==> src/rtl/reg_file_2r1w_if.sv <==
`default_nettype none
// ============================================================================
//  Module      : reg_file_2r1w_if
//  Description : Bus bundle for the 2-read / 1-write register file. Carries
//                the clear, write and read signals. Clock and reset stay
//                plain ports on the register file itself.
//  Revision    : 1.0 - initial release
// ============================================================================
interface reg_file_2r1w_if #(
  parameter int WIDTH  = 8,
  parameter int ADDR_W = 3
);
  localparam int DEPTH = 2 ** ADDR_W;

  logic              clr;
  logic              we;
  logic [ADDR_W-1:0] waddr;
  logic [WIDTH-1:0]  wdata;
  logic [ADDR_W-1:0] ra_addr;
  logic [ADDR_W-1:0] rb_addr;
  logic [WIDTH-1:0]  ra_data;
  logic [WIDTH-1:0]  rb_data;
  logic [DEPTH-1:0]  valid;

  // Requester side: the control FSM / datapath that issues writes and reads
  modport master (
    output clr, we, waddr, wdata, ra_addr, rb_addr,
    input  ra_data, rb_data, valid
  );

  // Register-file side
  modport slave (
    input  clr, we, waddr, wdata, ra_addr, rb_addr,
    output ra_data, rb_data, valid
  );
endinterface
`default_nettype wire

==> src/rtl/reg_file_2r1w.sv <==
`default_nettype none
// ============================================================================
//  Module      : reg_file_2r1w
//  Description : DEPTH x WIDTH register file with one synchronous write port,
//                two combinational read ports, synchronous clear-all,
//                optional hardwired-zero register 0, optional write-through
//                bypass and per-register valid flags.
//  Revision    : 1.0 - initial release
// ============================================================================
module reg_file_2r1w #(
  parameter int WIDTH    = 8,
  parameter int ADDR_W   = 3,
  parameter int ZERO_REG = 1,
  parameter int BYPASS   = 1
) (
  input  wire logic          clk,
  input  wire logic          res,
  reg_file_2r1w_if.slave     bus
);
  localparam int DEPTH = 2 ** ADDR_W;

  // Storage and valid flags
  logic [WIDTH-1:0] regs_q [DEPTH];
  logic [WIDTH-1:0] regs_d [DEPTH];
  logic [DEPTH-1:0] valid_q;
  logic [DEPTH-1:0] valid_d;

  // Qualified write: reset released, no clear, and not aimed at a hardwired zero
  logic w_wr_zero;
  logic w_wr_en;
  logic w_byp_a;
  logic w_byp_b;
  logic [WIDTH-1:0] w_ra_data;
  logic [WIDTH-1:0] w_rb_data;

  assign w_wr_zero = (ZERO_REG != 0) && (bus.waddr == '0);
  assign w_wr_en   = res && bus.we && !bus.clr && !w_wr_zero;

  // Forwarding only happens for a write that will actually land, so clear,
  // reset and the zero register all suppress it automatically.
  assign w_byp_a = (BYPASS != 0) && w_wr_en && (bus.waddr == bus.ra_addr);
  assign w_byp_b = (BYPASS != 0) && w_wr_en && (bus.waddr == bus.rb_addr);

  // Next-state: clear beats write, otherwise update only the addressed entry
  always_comb begin
    regs_d  = regs_q;
    valid_d = valid_q;
    if (bus.clr) begin
      for (int i = 0; i < DEPTH; i++) begin
        regs_d[i] = '0;
      end
      valid_d = '0;
    end else if (w_wr_en) begin
      regs_d[bus.waddr]  = bus.wdata;
      valid_d[bus.waddr] = 1'b1;
    end
  end

  // State registers with asynchronous active-low reset
  always_ff @(posedge clk or negedge res) begin
    if (!res) begin
      for (int i = 0; i < DEPTH; i++) begin
        regs_q[i] <= '0;
      end
      valid_q <= '0;
    end else begin
      regs_q  <= regs_d;
      valid_q <= valid_d;
    end
  end

  // Read port A: zero register first, then bypass, then storage; forced 0 in reset
  always_comb begin
    w_ra_data = '0;
    if (res) begin
      if ((ZERO_REG != 0) && (bus.ra_addr == '0)) begin
        w_ra_data = '0;
      end else if (w_byp_a) begin
        w_ra_data = bus.wdata;
      end else begin
        w_ra_data = regs_q[bus.ra_addr];
      end
    end
  end

  // Read port B: same selection as port A, independent address
  always_comb begin
    w_rb_data = '0;
    if (res) begin
      if ((ZERO_REG != 0) && (bus.rb_addr == '0)) begin
        w_rb_data = '0;
      end else if (w_byp_b) begin
        w_rb_data = bus.wdata;
      end else begin
        w_rb_data = regs_q[bus.rb_addr];
      end
    end
  end

  assign bus.ra_data = w_ra_data;
  assign bus.rb_data = w_rb_data;
  assign bus.valid   = valid_q;

endmodule
`default_nettype wire

==> src/flat_wrapper.sv <==
// flat-port wrapper written by rule: the top's interface ports become plain ports
module reg_file_2r1w_flat 
#(
  parameter int WIDTH    = 8,
  parameter int ADDR_W   = 3,
  parameter int ZERO_REG = 1,
  parameter int BYPASS   = 1
)
  (clk, res, bus_clr, bus_we, bus_waddr, bus_wdata, bus_ra_addr, bus_rb_addr, bus_ra_data, bus_rb_data, bus_valid);
  reg_file_2r1w_if #(.WIDTH(WIDTH), .ADDR_W(ADDR_W)) bus_i ();
  input  wire logic clk;
  input  wire logic res;
  input wire logic [$bits(bus_i.clr)-1:0] bus_clr;
  input wire logic [$bits(bus_i.we)-1:0] bus_we;
  input wire logic [$bits(bus_i.waddr)-1:0] bus_waddr;
  input wire logic [$bits(bus_i.wdata)-1:0] bus_wdata;
  input wire logic [$bits(bus_i.ra_addr)-1:0] bus_ra_addr;
  input wire logic [$bits(bus_i.rb_addr)-1:0] bus_rb_addr;
  output wire logic [$bits(bus_i.ra_data)-1:0] bus_ra_data;
  output wire logic [$bits(bus_i.rb_data)-1:0] bus_rb_data;
  output wire logic [$bits(bus_i.valid)-1:0] bus_valid;
  assign bus_i.clr = bus_clr;
  assign bus_i.we = bus_we;
  assign bus_i.waddr = bus_waddr;
  assign bus_i.wdata = bus_wdata;
  assign bus_i.ra_addr = bus_ra_addr;
  assign bus_i.rb_addr = bus_rb_addr;
  assign bus_ra_data = bus_i.ra_data;
  assign bus_rb_data = bus_i.rb_data;
  assign bus_valid = bus_i.valid;
  reg_file_2r1w #(.WIDTH(WIDTH), .ADDR_W(ADDR_W), .ZERO_REG(ZERO_REG), .BYPASS(BYPASS)) u_core (.clk(clk), .res(res), .bus(bus_i));
endmodule
==> config.mk <==
export PLATFORM = sky130hd
export DESIGN_NAME = reg_file_2r1w_flat
export DESIGN_NICKNAME = d
export VERILOG_FILES = /design/src/rtl/reg_file_2r1w_if.sv /design/src/rtl/reg_file_2r1w.sv /design/src/flat_wrapper.sv
export SDC_FILE = /design/constraint.sdc
export NUM_CORES = 1
export LEC_CHECK = 0
export ABC_AREA = 1
export CAP_MARGIN = 0
export CORE_UTILIZATION = 62
export CTS_CLUSTER_DIAMETER = 30
export CTS_CLUSTER_SIZE = 14
export DETAILED_ROUTE_END_ITERATION = 16
export PLACE_DENSITY = 0.9
export SKIP_LAST_GASP = 1
export SLEW_MARGIN = 20
export SYNTH_ARGS = -nofsm -noshare
export SYNTH_HDL_FRONTEND = slang
export SYNTH_SLANG_ARGS = --single-unit
==> constraint.sdc <==
create_clock -name clk -period 2.8 [get_ports clk]
set_input_delay 0.56 -clock clk [delete_from_list [all_inputs] [get_ports clk]]
set_output_delay 0.56 -clock clk [all_outputs]
set_load 0.005 [all_outputs]
# Yosys cells after proc, flatten, opt, wreduce, memory -nomap -nowiden
# Cells that the tools add are included.
# classes
n_mux	21
n_reduce_logical	13
n_bitwise	4
n_eq_ne	2
magnitude_cmp	6
# op_table
operator	n
64-bit two-way mux	2
8-bit two-way mux	13
64-bit bitwise mux	1
8-bit binary-select mux with 3-bit select	2
8-bit demux with 3-bit select	1
4-bit >= comparator (second input constant)	3
3-bit inverter with 4-bit output	3
3-bit zero test	3
8-bit bitwise OR	1
1-bit logical AND	7
3-bit == test	2
3-bit by 4-bit less-than comparator with 1-bit output (second input constant)	1
4-bit by 1-bit less-than comparator with 1-bit output (second input constant)	1
1-bit demux with 3-bit select	1
3-bit by 1-bit >= comparator with 1-bit output (second input constant)	1
1-bit zero test	2
2-bit nonzero test	1
1-bit two-way mux	1
# totals
output_inout_bits	24
regBits	72

# Logic depth before layout (Yosys ltp)
# Gate-level depths: netlist (run 1).
# depth
ltp_word	8
depth_mapped	9
depth_no_buf	8

# Worst setup path before layout (run 1)
# Ideal clock, no wire load.
# synth_path
path_kind	input port to output port
start	input bus_ra_addr[1]
end	output bus_ra_data[0]
n_path_buf	1
t_arrival_ps	1440
setup_slack_ps	800
stages	9
required_ps	2240
path_cell_list	buf_2 -> inv_2 -> nand2_1 -> nand2_1 -> nor2_4 -> nand2_1 -> inv_2 -> nor2_1 -> nor2_1
# synth_between
elab_chain_cells	7
# synth_rtl
element	line_no	text
start: declaration	flat_wrapper.sv:17	input wire logic [$bits(bus_i.ra_addr)-1:0] bus_ra_addr;
3-bit inverter with 4-bit output (implied by the code)	reg_file_2r1w.sv:81	w_ra_data = regs_q[bus.ra_addr];
8-bit binary-select mux with 3-bit select	reg_file_2r1w.sv:81	
8-bit two-way mux (implied by the code) (2 in a row)	reg_file_2r1w.sv:81	
8-bit two-way mux	reg_file_2r1w.sv:78	end else if (w_byp_a) begin
8-bit two-way mux *	reg_file_2r1w.sv:76	if ((ZERO_REG != 0) && (bus.ra_addr == '0)) begin
8-bit two-way mux *	reg_file_2r1w.sv:75	if (res) begin
end: declaration	flat_wrapper.sv:19	output wire logic [$bits(bus_i.ra_data)-1:0] bus_ra_data;
# Mark *: on every way between the ends. The rest lies on a longest branch, timed or not. The select of a mux whose other input is x is not followed.

# Worst setup path in the final report (run 1)
# layout_path
start	input bus_clr
end	output bus_rb_data[5]
# layout_between
elab_chain_cells	7
# layout_rtl
element	line_no	text
start: declaration	flat_wrapper.sv:13	input wire logic [$bits(bus_i.clr)-1:0] bus_clr;
1-bit zero test	reg_file_2r1w.sv:37	assign w_wr_en = res && bus.we && !bus.clr && !w_wr_zero;
1-bit logical AND (2 in a row)	reg_file_2r1w.sv:37	
1-bit logical AND	reg_file_2r1w.sv:42	assign w_byp_b = (BYPASS != 0) && w_wr_en && (bus.waddr == bus.rb_addr);
8-bit two-way mux	reg_file_2r1w.sv:92	end else if (w_byp_b) begin
8-bit two-way mux	reg_file_2r1w.sv:90	if ((ZERO_REG != 0) && (bus.rb_addr == '0)) begin
8-bit two-way mux	reg_file_2r1w.sv:89	if (res) begin
end: declaration	flat_wrapper.sv:20	output wire logic [$bits(bus_i.rb_data)-1:0] bus_rb_data;
# No other way between the ends.

==> results of run 1 <==
cell usage after synthesis:
library cell  count  share of area
a21oi_1          11          0.013
a31oi_1           1         0.0015
a31oi_2           1         0.0029
buf_1             2         0.0017
buf_2            21          0.024
buf_4             3         0.0052
buf_6             1         0.0026
clkbuf_1         12          0.010
clkinv_1          1        0.00087
dfrtp_1          72           0.42
inv_1            32          0.028
inv_2             8         0.0070
nand2_1         190           0.17
nand2_2           2         0.0029
nand3_1         157           0.18
nand4_1           6         0.0087
nor2_1           42          0.037
nor2_4            4          0.010
nor2_8            1         0.0047
o21ai_0          56          0.065
o22ai_1           4         0.0058
flip-flops by register name, indices dropped and copies added (netlist names):
| signal | count |
|---|---|
| u_core.bus.valid | 8 |
| u_core.regs_q | 64 |
final cells by class:
cell class                      count  area [um2]  share of cell area
Multi-Input combinational cell    475        2180               0.404
Sequential cell                    72        1800               0.334
Timing Repair Buffer              103         993               0.184
Inverter                           41         154              0.0285
Clock buffer                        9         124              0.0230
Tap cell                           77        96.3              0.0179
Clock inverter                      6        45.0             0.00835
per-layer routing:
metal  vias to the layer above  GRT usage
li1                       2216          -
met1                      2274      0.519
met2                       413      0.672
met3                        73      0.115
met4                         0      0.280
met5                         -          0
per-stage QoR:
stage	TNS (ns)	instances	total power [W]	worst slack [ns]	instance area (um2)
floorplan	0	627	0.00126	0.800	4300
global placement	-2.78	756	0.00145	-0.222	5090
detailed placement	-3.14	756	0.00145	-0.250	5090
CTS	-0.134	780	0.00218	-0.0705	5370
global route	0	783	0.00227	0.00763	5400
finish	0	783	0.00220	0.0813	5400
kinds of logic (layout without fill, tap and decap cells):
logic type / Yosys count / after routing / share of synthesized area
AOI/OAI and AO/OA: 73 / 73 / 0.0882
buffers and inverters: 80 / 159 / 0.0803
DFF: 72 / 72 / 0.419
and+or+nand+nor: 402 / 402 / 0.412
how the worst max path moves through the flow:
stage / from / end / slack, ns / depth (start not counted)
after floorplan: bus_ra_addr[1] / bus_ra_data[0] / 0.80 / 9
after global placement: bus_rb_addr[0] / bus_rb_data[6] / -0.22 / 8
after detailed placement: bus_waddr[1] / bus_rb_data[6] / -0.25 / 10
after CTS: bus_clr / bus_ra_data[4] / -0.07 / 10
after global routing: bus_clr / bus_rb_data[5] / 0.008 / 11
final: bus_clr / bus_rb_data[5] / 0.08 / 11
power groups by stage:
stage | Sequential [W] | Combinational [W] | Clock (W)
4_1_cts | 0.00105 | 0.000394 | 0.000736
3_5_place_dp | 0.00107 | 0.000382 | 0
5_1_grt | 0.00105 | 0.000436 | 0.000780
3_3_place_gp | 0.00107 | 0.000375 | 0
2_1_floorplan | 0.00107 | 0.000189 | 0
6_report | 0.00105 | 0.000408 | 0.000738
repair_timing:
item,in CTS,in global routing
cloned,1,0
resized for setup,32,10
pin swaps,2,2
buffers inserted,8,3
endpoints found under the setup margin,16,7
==> results.tsv, run 1 <==
stage	metric	value	unit
outcome	outcome	finished, final reports clean	
yosys	Mean Syn Cell Area	6.85	um2
timing	fin crit share	0.971	
place	detailed placement HPWL	9410	um
global_routing	largest net degree at the start of global routing	73	
drt	routed len/inst	18.6	um
finish	most frequent cells in the layout	188 x nand2_1, 157 x nand3_1, 72 x dfrtp_1	
power	Sequential Power Share	0.478	
clock_network	CTS max path bufs	2	
floorplanning	core area	6530	um2
drt	DRC	0	
drt	Via Count	4976	
setup_path	R2R Setup Slk	2.04	ns
clock_network	clk slew on worst S/H paths	0.08	ns
global_routing	antenna violations before repair	0	
finish	final core utilization	0.826	
clock_network	number of buffers created by CTS	9	
global_routing	global route overflow	0	
yosys	syn nets	648	
clock_network	CTS Hold Buffers Added	0	
timing	Post-Route Skew	0	ns
global_routing	global-route wire length before repair	23700	um
finish	# diodes	0	
setup_path	crit end category	primary output	
finish	Layout Nets	723	
setup_path	CP required	2.24	ns
floorplanning	Die H	85.3	um
drt	initial drt markers	772	
finish	layout cells sized above 1	0.140	
min_path	HP Class	in -> async	
timing	Hold Vio Cnt, Final	0	
setup_path	Worst Setup Path Type	in -> out	
clock_network	Root Buffer	clkbuf_8	
clock_network	Worst-Skew Late Latency	0.35	ns
yosys	Yosys reg bits	72	
finish	Fillers	417	
drt	drt total wl	14600	um
drt	metal3 WL	1910	um
place	I/O Buffers	44	
floorplanning	Rows	29	
power	Power per Cell Area	407	nW/um2
finish	area grow syn2layout	25.5	%
setup_path	FF-to-FF End	u_core.regs_q[49]	
yosys	synth warn	0	
setup_path	worst r2r path cells	2	
clock_network	# H-tree levels	3	
timing	Setup-failing EPs final	0	
drt	TritonRoute pass-1 iters	6	
global_routing	vias in the first global route	4980	
setup_path	CP max-delay cell	clkdlybuf4s50_1	
setup_path	cell family with most CP delay	buffers and inverters	
floorplanning	Die Footprint	7270	um2
drt	Met2 Routed Length	6660	um
floorplanning	die width	85.3	um
yosys	Seq/Total Area, Yosys	0.419	
power	power share of the clock group	0.336	
power	Psw	0.000675	W
clock_network	TritonCTS clock tree	built	
timing	worst-margin pin slew	0.938	ns
clock_network	clock sink count	72	
global_routing	Tot GR Track Use	0.427	
timing	Hold WS	0.418	ns
power	Logic pwr share	0.186	
timing	RSZ-0062 raised after global routing	false	
yosys	Post-Syn Instances	627	
power	Leakage	2.59	nW
yosys	Synth Cell Area	4300	um2
timing	relative slew slack	0.374	
setup_path	crit-path max FO	4	
drt	vias per cell	6.36	
power	switch share	0.307	
setup_path	slowest stage delay, CP	0.42	ns
setup_path	Worst setup SP type	input port	
timing	Max Freq	0.368	GHz
drt	Routed Antenna Nets	0	
drt	met1 WL	5270	um
yosys	post-synthesis cell type count	21	
finish	most common cell after layout, fill and taps aside	nand2_1	
floorplanning	# IOs	45	
setup_path	Reg-to-Reg Start	u_core.regs_q[49]	
place	routability congestion estimate	1.07	
setup_path	Buf+Inv Stages, Crit Path	5	
drt	top sig layer	met4	
power	maximum VDD drop	0.365	mV
setup_path	most frequent cell on the critical path	nor2_1	
floorplanning	Starting Density	0.658	
power	Int Pwr	0.00152	W
timing	Final min period	2.72	ns
setup_path	CP Cell Sequence	clkdlybuf4s50_1, buf_6, nor2_8, nand2_4, nor2_4, nand2_2, inv_2, buf_4, nor2_1, nor2_1, dlygate4sd2_1	
job	maximum capacitance violations	0	
timing	max-slew violation count	0	
setup_path	Worst Path Arrival	2.16	ns
No activity file was read; power rests on OpenSTA's default activity.
==> inputs of run 2 (changes only) <==
--- a/config.mk
+++ b/config.mk
@@ -7,11 +7,11 @@
 export LEC_CHECK = 0
 export ABC_AREA = 1
 export CAP_MARGIN = 0
-export CORE_UTILIZATION = 62
+export CORE_UTILIZATION = 52
 export CTS_CLUSTER_DIAMETER = 30
 export CTS_CLUSTER_SIZE = 14
 export DETAILED_ROUTE_END_ITERATION = 16
-export PLACE_DENSITY = 0.9
+export PLACE_DENSITY = 0.81
 export SKIP_LAST_GASP = 1
 export SLEW_MARGIN = 20
 export SYNTH_ARGS = -nofsm -noshare
==> constraint.sdc (replaced) <==
create_clock -name clk -period 2.2 [get_ports clk]
set_input_delay 0.44 -clock clk [delete_from_list [all_inputs] [get_ports clk]]
set_output_delay 0.44 -clock clk [all_outputs]
set_load 0.005 [all_outputs]
==> results.tsv, run 2 (synthesized netlist as in run 1, its figures left out) <==
stage	metric	value	unit	change
drt	TritonRoute pass-1 iters	6		unchanged
clock_network	clk slew on worst S/H paths	0.10	ns	+0.02 ns
global_routing	global-route wire length before repair	24100	um	+1.6%
floorplanning	Rows	32		+10%
setup_path	crit-path max FO	5		+1
place	Post-Place Cells	802		+6.1%
timing	worst-margin pin slew	0.920	ns	-0.0186 ns
finish	most common cell after layout, fill and taps aside	nand2_1		
clock_network	clock sink count	72		unchanged
drt	routed len/inst	18.0	um	-3.4%
setup_path	Worst Setup Path Type	in -> out		
global_routing	Tot GR Track Use	0.370		-0.0565
timing	Max Freq	0.471	GHz	
floorplanning	die width	92.9	um	+9.0%
clock_network	# H-tree levels	3		unchanged
floorplanning	Die H	92.9	um	+9.0%
setup_path	slowest stage delay, CP	0.26	ns	-0.16 ns
floorplanning	core area	7850	um2	+20%
finish	most frequent cells in the layout	185 x nand2_1, 155 x nand3_1, 72 x dfrtp_1		
timing	Post-Route Skew	0	ns	unchanged
job	maximum capacitance violations	0		unchanged
global_routing	largest net degree at the start of global routing	73		unchanged
clock_network	TritonCTS clock tree	built		
place	I/O Buffers	44		unchanged
drt	DRC	0		unchanged
setup_path	CP Cell Sequence	clkdlybuf4s15_1, inv_2, nand2_1, nand2_4, nor2_4, nand2_4, inv_4, nor2_1, nor2_1, clkdlybuf4s15_1		
clock_network	CTS max path bufs	2		unchanged
global_routing	global route overflow	0		unchanged
timing	Final min period	2.12	ns	
power	Leakage	2.61	nW	+0.84%
drt	vias per cell	5.93		-6.6%
finish	layout cells sized above 1	0.193		+0.0529
global_routing	vias in the first global route	4631		-7.0%
drt	initial drt markers	511		-34%
drt	drt total wl	14900	um	+2.0%
place	detailed placement HPWL	10300	um	+9.1%
setup_path	Buf+Inv Stages, Crit Path	4		-1
timing	Hold Vio Cnt, Final	0		unchanged
timing	Setup TNS	0	ns	unchanged
power	maximum VDD drop	0.377	mV	+3.2%
finish	Non-Filler Instances	827		+5.6%
setup_path	crit end category	primary output		
setup_path	CP max-delay cell	clkdlybuf4s15_1		
finish	Layout Nets	741		+2.5%
finish	area grow syn2layout	28.3	%	
floorplanning	# IOs	45		unchanged
global_routing	antenna violations before repair	0		unchanged
setup_path	cell family with most CP delay	buffers and inverters		
floorplanning	Starting Density	0.548		-0.110
clock_network	Worst-Skew Late Latency	0.37	ns	+0.02 ns
finish	max reg flops	64		unchanged
finish	# diodes	0		unchanged
power	Power per Cell Area	543	nW/um2	+33%
floorplanning	Die Footprint	8630	um2	+19%
drt	Via Count	4907		-1.4%
clock_network	number of buffers created by CTS	9		unchanged
clock_network	CTS Hold Buffers Added	0		unchanged
timing	Setup-failing EPs final	0		unchanged
timing	fin crit share	0.964		
timing	relative slew slack	0.387		+0.0124
outcome	outcome	finished, final reports clean		
setup_path	Worst setup SP type	input port		
clock_network	Root Buffer	clkbuf_8		
drt	Routed Antenna Nets	0		unchanged
timing	RSZ-0062 raised after global routing	true		
finish	largest reg by FF count	u_core.regs_q		
min_path	HP Class	in -> async		
place	routability congestion estimate	1.01		-5.4%
setup_path	CP required	1.76	ns	-0.48 ns
setup_path	Worst Path Arrival	1.68	ns	-0.48 ns
timing	max-slew violation count	0		unchanged
run 2: worst paths after layout:
check	from	endpoint	slack, ns	cells after the start
min in group clk	u_core.regs_q[58]	u_core.regs_q[58]	0.51	2
worst max register to register	u_core.regs_q[0]	u_core.regs_q[0]	1.47	2
worst min-delay path	res	u_core.regs_q[28]	0.44	3
worst max-delay path	bus_waddr[0]	bus_rb_data[7]	0.08	10
worst min register to register	u_core.regs_q[58]	u_core.regs_q[58]	0.51	2
max in group asynchronous	res	u_core.regs_q[53]	1.16	3
run 2: area by class of cell:
type / count / area (um2)
repair buffers: 121 / 1030
flip-flops and latches: 72 / 1800
multi-input cells: 475 / 2190
fillers: 685 / 2330
inverters: 41 / 156
clock inverters: 7 / 83.8
well taps: 102 / 128
clock buffers: 9 / 124
run 2: stage by stage:
step	util	hold slack, ns	area (um2)	setup WS, ns	total power, W
3_3_place_gp	0.668	0.475	5240	-0.592	0.00187
4_1_cts	0.704	0.464	5530	-0.000613	0.00299
3_5_place_dp	0.668	0.496	5240	-0.631	0.00187
5_1_grt	0.702	0.529	5510	-0.00921	0.00310
2_1_floorplan	-	0.144	4300	0.440	0.00160
6_report	0.702	0.444	5510	0.0786	0.00299
run 2: per-layer routing:
metal | up-vias | global-route usage | routed length [um]
met5 | - | 0 | 0
met1 | 2267 | 0.502 | 5950
met2 | 323 | 0.560 | 6640
met3 | 61 | 0.0796 | 1630
met4 | 0 | 0.182 | 646
li1 | 2256 | - | -
run 2: what timing repair did:
| item | 4_1_cts | 5_1_grt |
|---|---|---|
| cloned | 1 | 0 |
| gates resized for setup | 66 | 31 |
| pin swaps | 16 | 10 |
| setup buffers | 7 | 1 |
| endpoints found under the hold margin | 0 | 0 |
| setup endpoints to repair | 16 | 16 |
run 2: power by group:
group	total [W]	internal [W]	leakage, nW	switching (W)
clock	0.00113	0.000545	0.103	0.000583
sequential	0.00134	0.00133	1.00	0.00000701
combinational	0.000525	0.000204	1.51	0.000320
total	0.00299	0.00208	2.61	0.000910
run 2: worst register-to-register path, stage by stage (launching register included):
cell     delay, ns
dfrtp_1       0.41
nand3_1       0.09
o21ai_0       0.10
